[src/rtl/ctrl_pkg.sv]
// Shared types and encodings for the multicycle control path.
package ctrl_pkg;

    typedef enum logic [3:0] {
        S_FETCH    = 4'd0,
        S_DECODE   = 4'd1,
        S_MEMADR   = 4'd2,
        S_MEMREAD  = 4'd3,
        S_MEMWB    = 4'd4,
        S_MEMWRITE = 4'd5,
        S_EXECUTER = 4'd6,
        S_EXECUTEI = 4'd7,
        S_ALUWB    = 4'd8,
        S_BRANCH   = 4'd9
    } state_t;

    typedef enum logic [1:0] {
        OP_DP  = 2'b00,
        OP_MEM = 2'b01,
        OP_BR  = 2'b10
    } op_t;

    localparam logic [3:0] CMD_ADD = 4'b0100;
    localparam logic [3:0] CMD_SUB = 4'b0010;
    localparam logic [3:0] CMD_AND = 4'b0000;
    localparam logic [3:0] CMD_ORR = 4'b1100;
    localparam logic [3:0] CMD_CMP = 4'b1010;

    localparam logic [1:0] ALU_ADD = 2'b00;
    localparam logic [1:0] ALU_SUB = 2'b01;
    localparam logic [1:0] ALU_AND = 2'b10;
    localparam logic [1:0] ALU_ORR = 2'b11;

    localparam logic [1:0] RES_ALUOUT = 2'b00;
    localparam logic [1:0] RES_RDATA  = 2'b01;
    localparam logic [1:0] RES_ALURES = 2'b10;

    localparam logic [1:0] SRCB_REG  = 2'b00;
    localparam logic [1:0] SRCB_IMM  = 2'b01;
    localparam logic [1:0] SRCB_FOUR = 2'b10;

endpackage

[src/rtl/alu_decoder.sv]
// Maps the data-processing cmd/S fields onto ALU control, flag-write and
// no-write requests. Outputs are idle (ADD, no flags) when alu_op is low.
module alu_decoder
    import ctrl_pkg::*;
(
    input  logic       alu_op,
    input  logic [5:0] funct,
    output logic [1:0] alu_control,
    output logic [1:0] flag_w,
    output logic       no_write
);

    logic [3:0] cmd;
    logic       s_bit;
    logic       arith;

    assign cmd   = funct[4:1];
    assign s_bit = funct[0];
    assign arith = (cmd == CMD_ADD) || (cmd == CMD_SUB) || (cmd == CMD_CMP);

    // Decode cmd; unsupported commands run as ADD but never write a register.
    always_comb begin
        alu_control = ALU_ADD;
        flag_w      = 2'b00;
        no_write    = 1'b0;
        if (alu_op) begin
            case (cmd)
                CMD_ADD: alu_control = ALU_ADD;
                CMD_SUB: alu_control = ALU_SUB;
                CMD_AND: alu_control = ALU_AND;
                CMD_ORR: alu_control = ALU_ORR;
                CMD_CMP: begin
                    alu_control = ALU_SUB;
                    no_write    = 1'b1;
                end
                default: begin
                    alu_control = ALU_ADD;
                    no_write    = 1'b1;
                end
            endcase
            flag_w = {s_bit, s_bit & arith};
        end
    end

endmodule

[src/rtl/multicycle_main_fsm.sv]
// Main control FSM of the multicycle core: sequences fetch, decode, memory
// and ALU phases and drives datapath selects and unconditioned write requests.
//
// state    | meaning
// FETCH    | read instruction at PC, PC <= PC+4
// DECODE   | read registers, compute PC+8
// MEMADR   | compute load/store address
// MEMREAD  | read data memory
// MEMWB    | write loaded word to Rd
// MEMWRITE | write data memory
// EXECUTER | ALU op with register operand
// EXECUTEI | ALU op with immediate operand
// ALUWB    | write ALU result to Rd
// BRANCH   | compute branch target and load PC
module multicycle_main_fsm
    import ctrl_pkg::*;
#(
    parameter int STATE_W = 4
) (
    input  logic               clk,
    input  logic               reset,
    input  logic [1:0]         Op,
    input  logic [5:0]         Funct,
    input  logic [3:0]         Rd,
    output logic               IRWrite,
    output logic               NextPC,
    output logic               AdrSrc,
    output logic [1:0]         ResultSrc,
    output logic               ALUSrcA,
    output logic [1:0]         ALUSrcB,
    output logic [1:0]         ALUControl,
    output logic [1:0]         FlagW,
    output logic               RegW,
    output logic               MemW,
    output logic               PCS,
    output logic               NoWrite,
    output logic               Branch,
    output logic [STATE_W-1:0] State
);

    state_t     state_q;
    state_t     state_d;
    logic       alu_op;
    logic [1:0] dec_alu_control;
    logic [1:0] dec_flag_w;
    logic       dec_no_write;
    logic       ir_write_raw;
    logic       next_pc_raw;
    logic       reg_w_raw;
    logic       mem_w_raw;
    logic       branch_raw;

    // State register; reset returns to FETCH immediately.
    always_ff @(posedge clk or negedge reset) begin
        if (!reset) state_q <= S_FETCH;
        else        state_q <= state_d;
    end

    // Next-state and per-state datapath controls; illegal codes fall to FETCH.
    always_comb begin
        state_d      = S_FETCH;
        ir_write_raw = 1'b0;
        next_pc_raw  = 1'b0;
        reg_w_raw    = 1'b0;
        mem_w_raw    = 1'b0;
        branch_raw   = 1'b0;
        AdrSrc       = 1'b0;
        ResultSrc    = RES_ALUOUT;
        ALUSrcA      = 1'b0;
        ALUSrcB      = SRCB_REG;
        alu_op       = 1'b0;
        case (state_q)
            S_FETCH: begin
                state_d      = S_DECODE;
                ir_write_raw = 1'b1;
                next_pc_raw  = 1'b1;
                ALUSrcA      = 1'b1;
                ALUSrcB      = SRCB_FOUR;
                ResultSrc    = RES_ALURES;
            end
            S_DECODE: begin
                ALUSrcA   = 1'b1;
                ALUSrcB   = SRCB_FOUR;
                ResultSrc = RES_ALURES;
                if (Op == OP_MEM)     state_d = S_MEMADR;
                else if (Op == OP_DP) state_d = Funct[5] ? S_EXECUTEI : S_EXECUTER;
                else if (Op == OP_BR) state_d = S_BRANCH;
                else                  state_d = S_FETCH;
            end
            S_MEMADR: begin
                state_d = Funct[0] ? S_MEMREAD : S_MEMWRITE;
                ALUSrcB = SRCB_IMM;
            end
            S_MEMREAD: begin
                state_d = S_MEMWB;
                AdrSrc  = 1'b1;
            end
            S_MEMWB: begin
                ResultSrc = RES_RDATA;
                reg_w_raw = 1'b1;
            end
            S_MEMWRITE: begin
                AdrSrc    = 1'b1;
                mem_w_raw = 1'b1;
            end
            S_EXECUTER: begin
                state_d = S_ALUWB;
                alu_op  = 1'b1;
            end
            S_EXECUTEI: begin
                state_d = S_ALUWB;
                ALUSrcB = SRCB_IMM;
                alu_op  = 1'b1;
            end
            S_ALUWB: begin
                reg_w_raw = 1'b1;
                alu_op    = 1'b1;
            end
            S_BRANCH: begin
                ALUSrcB    = SRCB_IMM;
                ResultSrc  = RES_ALURES;
                branch_raw = 1'b1;
            end
            default: state_d = S_FETCH;
        endcase
    end

    // ALUWB keeps the decoder running so NoWrite/FlagW stay valid for the
    // write-back gating; Funct is held by the IR across both cycles.
    alu_decoder u_alu_decoder (
        .alu_op      (alu_op),
        .funct       (Funct),
        .alu_control (dec_alu_control),
        .flag_w      (dec_flag_w),
        .no_write    (dec_no_write)
    );

    // Write requests are masked while reset is held so nothing leaks out.
    always_comb begin
        ALUControl = (state_q == S_ALUWB) ? ALU_ADD : dec_alu_control;
        FlagW      = dec_flag_w & {2{reset}};
        NoWrite    = dec_no_write & reset;
        IRWrite    = ir_write_raw & reset;
        NextPC     = next_pc_raw & reset;
        RegW       = reg_w_raw & reset;
        MemW       = mem_w_raw & reset;
        Branch     = branch_raw & reset;
        PCS        = ((reg_w_raw & (Rd == 4'd15)) | branch_raw) & reset;
        State      = STATE_W'(state_q);
    end

endmodule

[config.mk]
export PLATFORM = sky130hd
export DESIGN_NAME = multicycle_main_fsm
export DESIGN_NICKNAME = d
export VERILOG_FILES = /design/src/rtl/ctrl_pkg.sv /design/src/rtl/alu_decoder.sv /design/src/rtl/multicycle_main_fsm.sv
export SDC_FILE = /design/constraint.sdc
export NUM_CORES = 1
export LEC_CHECK = 0
export ABC_AREA = 1
export BUFFER_PORTS_ARGS = -buffer_cell sky130_fd_sc_hd__buf_2
export CAP_MARGIN = 40
export CORE_AREA = 2 2 39 41
export CTS_CLUSTER_SIZE = 28
export DETAILED_ROUTE_END_ITERATION = 10
export DIE_AREA = 0 0 41 43
export PLACE_DENSITY = 0.73
export REMOVE_ABC_BUFFERS = 1
export SYNTH_ARGS = -nofsm -noshare
export SYNTH_HDL_FRONTEND = slang
export SYNTH_SLANG_ARGS = --single-unit
[constraint.sdc]
create_clock -name clk -period 1.4 [get_ports clk]
set_input_delay 0.14 -clock clk [delete_from_list [all_inputs] [get_ports clk]]
set_output_delay 0.14 -clock clk [all_outputs]
set_load 0.02 [all_outputs]
==> results.cfg <==
[global_route]
grt_max_degree = 8
antenna_found_initial = 0
grt_pass1_wl_microns = 2035
gr-total-overflow = 0
grt_usage_pct = 16.43
grt_pass1_vias = 531

[setup_path]
crit_fanout = 7
critical_path_class = reg -> out
slowest_delay_ns = 0.49
rr_worst_depth = 8
reg2reg_slack_ns = 0.06
crit_chain = nor2_4 > nand2_1 > nand2_1 > nand2_1 > nor2_1 > buf_4
worstReg2RegEnd = State[2]$_DFF_PN0_
r2r_start = State[2]$_DFF_PN0_
crit_slowest_cell = dfrtp_2
start_kind = flip-flop
crit_arrival_ns = 1.33
crit_path_start = State[2]$_DFF_PN0_
cp-endpoint = NoWrite
required_ns = 1.26
crit_path_frequent_cell = nand2_1
endpoint_kind = output port

[detailed_routing]
remaining_drc_errors = 0
drtIter0Drc = 1
vias_per_cell = 4.689
vias = 633
postRouteAntennaNets = 0
routedWlPerCell_microns = 10.91
wl_microns = 1473
firstDrtPassIters = 4

[synthesis]
synthesis.area_sq_um = 426.7
synthCells = 74
yosys.cell_types.count = 21
synth-seq-cells = 4
syn_area_per_cell_sq_um = 5.766
synth-seq-area-share_pct = 23.46
synth.yosys.warnings = 0

[timing]
fin_ws_ns = -0.06989
tightest_slew_ns = 0.2541
max_slew_margin_pct = 83.02
setup_viol = 7
whs_ns = 0.1383
max_freq_mhz = 680.3
finalSetupTns_ns = -0.1875
slew_violations = 0
fin_crit_sh_pct = 105.0
period_minus_slack_ns = 1.470
skew_ns = 0.003451
rsz0062_at_grt = true
hold_violations = 0

[outcome]
violations = setup timing
outcome = finished, violations left

[pwr]
p_int_uw = 834.0
power_density_nw_per_um2 = 2122
clkPwrFrac_pct = 8.3
share_comb_of_total_power_pct = 75.4
vdd_drop_max_v = 0.001554
swShare_pct = 51.96
leakage_nw = 0.4761
total_power_mw = 1.736
p_sw_uw = 902.2
seq_power_share_pct = 16.3

[cts]
cts_tree = done
clock_latency_ns = 0.24
cts_sinks = 4
clock_path_buffers = 2
cts.clk_slew.worst_paths_ns = 0.04
ctsRootBufferMaster = clkbuf_4
cts_max_level = 1
cts_buffers = 3

[final_layout]
syn2layout_area_growth_pct = 91.79
instances_no_fill = 135
most-common-layout-cells = buf_2 (22), nand2_1 (16), buf_4 (16), inv_1 (10), nor2_1 (9)
drive_gt1_share_pct = 55.46
nets = 135
final_common_cell = buf_2
largest_reg_flops = 4
n_antenna_cell = 0

[floorplanning]
core-area_sq_um = 1384
num_rows = 14
pin_count = 35
dieArea_sq_um = 1763
die_x_microns = 41
die_y_microns = 43
initial_core_util_pct = 30.83

[place]
finalWeightedCongestion = 0.7665
placed_cells = 122
dp_hpwl_microns = 940
post-place-ws_ns = 0.08878
portBuffers = 34

[job]
maxCapViolations = 0

[worst_hold_path]
hp-class = in -> reg
==> logic make-up (layout without fill, tap and decap cells) <==
group                  after synthesis  in the layout  synth area share [%]
flip-flops                           4              4                 23.46
AND/OR/NAND/NOR                     45             45                 47.51
buffers and inverters               16             61                 15.25
AO/OA/AOI/OAI                        9              9                 13.78
==> metal layers <==
layer  track usage (%)  share of wire (%)  vias up
li1                  -                  -      325
met1             20.85                 39      282
met2             25.00                 53       24
met3             3.141                6.3        2
met4             8.667                1.1        0
met5                 0                  0        -
==> area by class of cell <==
cell class | instances | area, sq um
fill | 118 | 565.5
clock buffer | 3 | 22.52
sequential | 4 | 105.1
timing repair buffer | 44 | 296.5
multi-input combinational | 54 | 319.1
tap | 16 | 20.02
inverter | 14 | 55.05
==> Yosys cell counts <==
cell type	number	area (sq um)
inv_2	2	7.510
o21ba_1	1	10.01
nor3b_1	1	7.510
a21bo_1	1	10.01
nand2_1	18	67.56
o22ai_1	1	6.260
o21ai_0	2	10.01
nor4_1	1	6.260
nor2_2	4	25.02
o211ai_1	1	7.510
or2_0	1	6.260
nor2_1	10	37.54
dfrtp_1	4	100.1
inv_1	12	45.04
buf_2	1	5.000
nand3_1	7	35.03
nand2_2	1	6.260
nor3_1	1	5.000
nand4_1	1	6.260
o21ai_1	3	15.01
buf_4	1	7.510
==> through the flow <==
step                      instance area (sq um)  utilization (%)
after global placement                    604.3            43.67
after detailed placement                  604.3            43.67
final                                     818.3            59.13
after floorplan                           414.1                -
after CTS                                 750.7            54.25
after global routing                      818.3            59.13
==> repair_timing <==
item | CTS | global route
hold buffers | 1 | 0
hold endpoints to repair | 4 | 0
pin swaps | 2 | 4
buffers inserted | 7 | 2
endpoints found under the setup margin | 15 | 15
gates resized for setup | 20 | 16
==> worst max-delay path: cells and delay by family, from the launching register on <==
family	cells	cell delay (ns)
simple gates	5	0.44
flops	1	0.49
buf+inv	1	0.15
==> worst min path at each step <==
stage,from,end,slack [ns],cells after the start
4_1_cts,Op[1],State[1]$_DFF_PN0_,0.13,2
3_5_place_dp,reset,State[2]$_DFF_PN0_,-0.03,1
3_3_place_gp,reset,State[2]$_DFF_PN0_,-0.02,1
5_1_grt,Op[1],State[1]$_DFF_PN0_,0.15,2
2_1_floorplan,reset,State[0]$_DFF_PN0_,-0.16,0
6_report,Op[1],State[1]$_DFF_PN0_,0.14,2
==> power groups by stage <==
stage	Clock (mW)	Combinational (mW)	Sequential, mW
after CTS	0.148	1.11	0.271
final	0.144	1.31	0.283
after global placement	0	0.862	0.257
after detailed placement	0	0.870	0.258
after global routing	0.153	1.42	0.290
after floorplan	0	0.542	0.304
No activity file was read; power rests on OpenSTA's default activity.
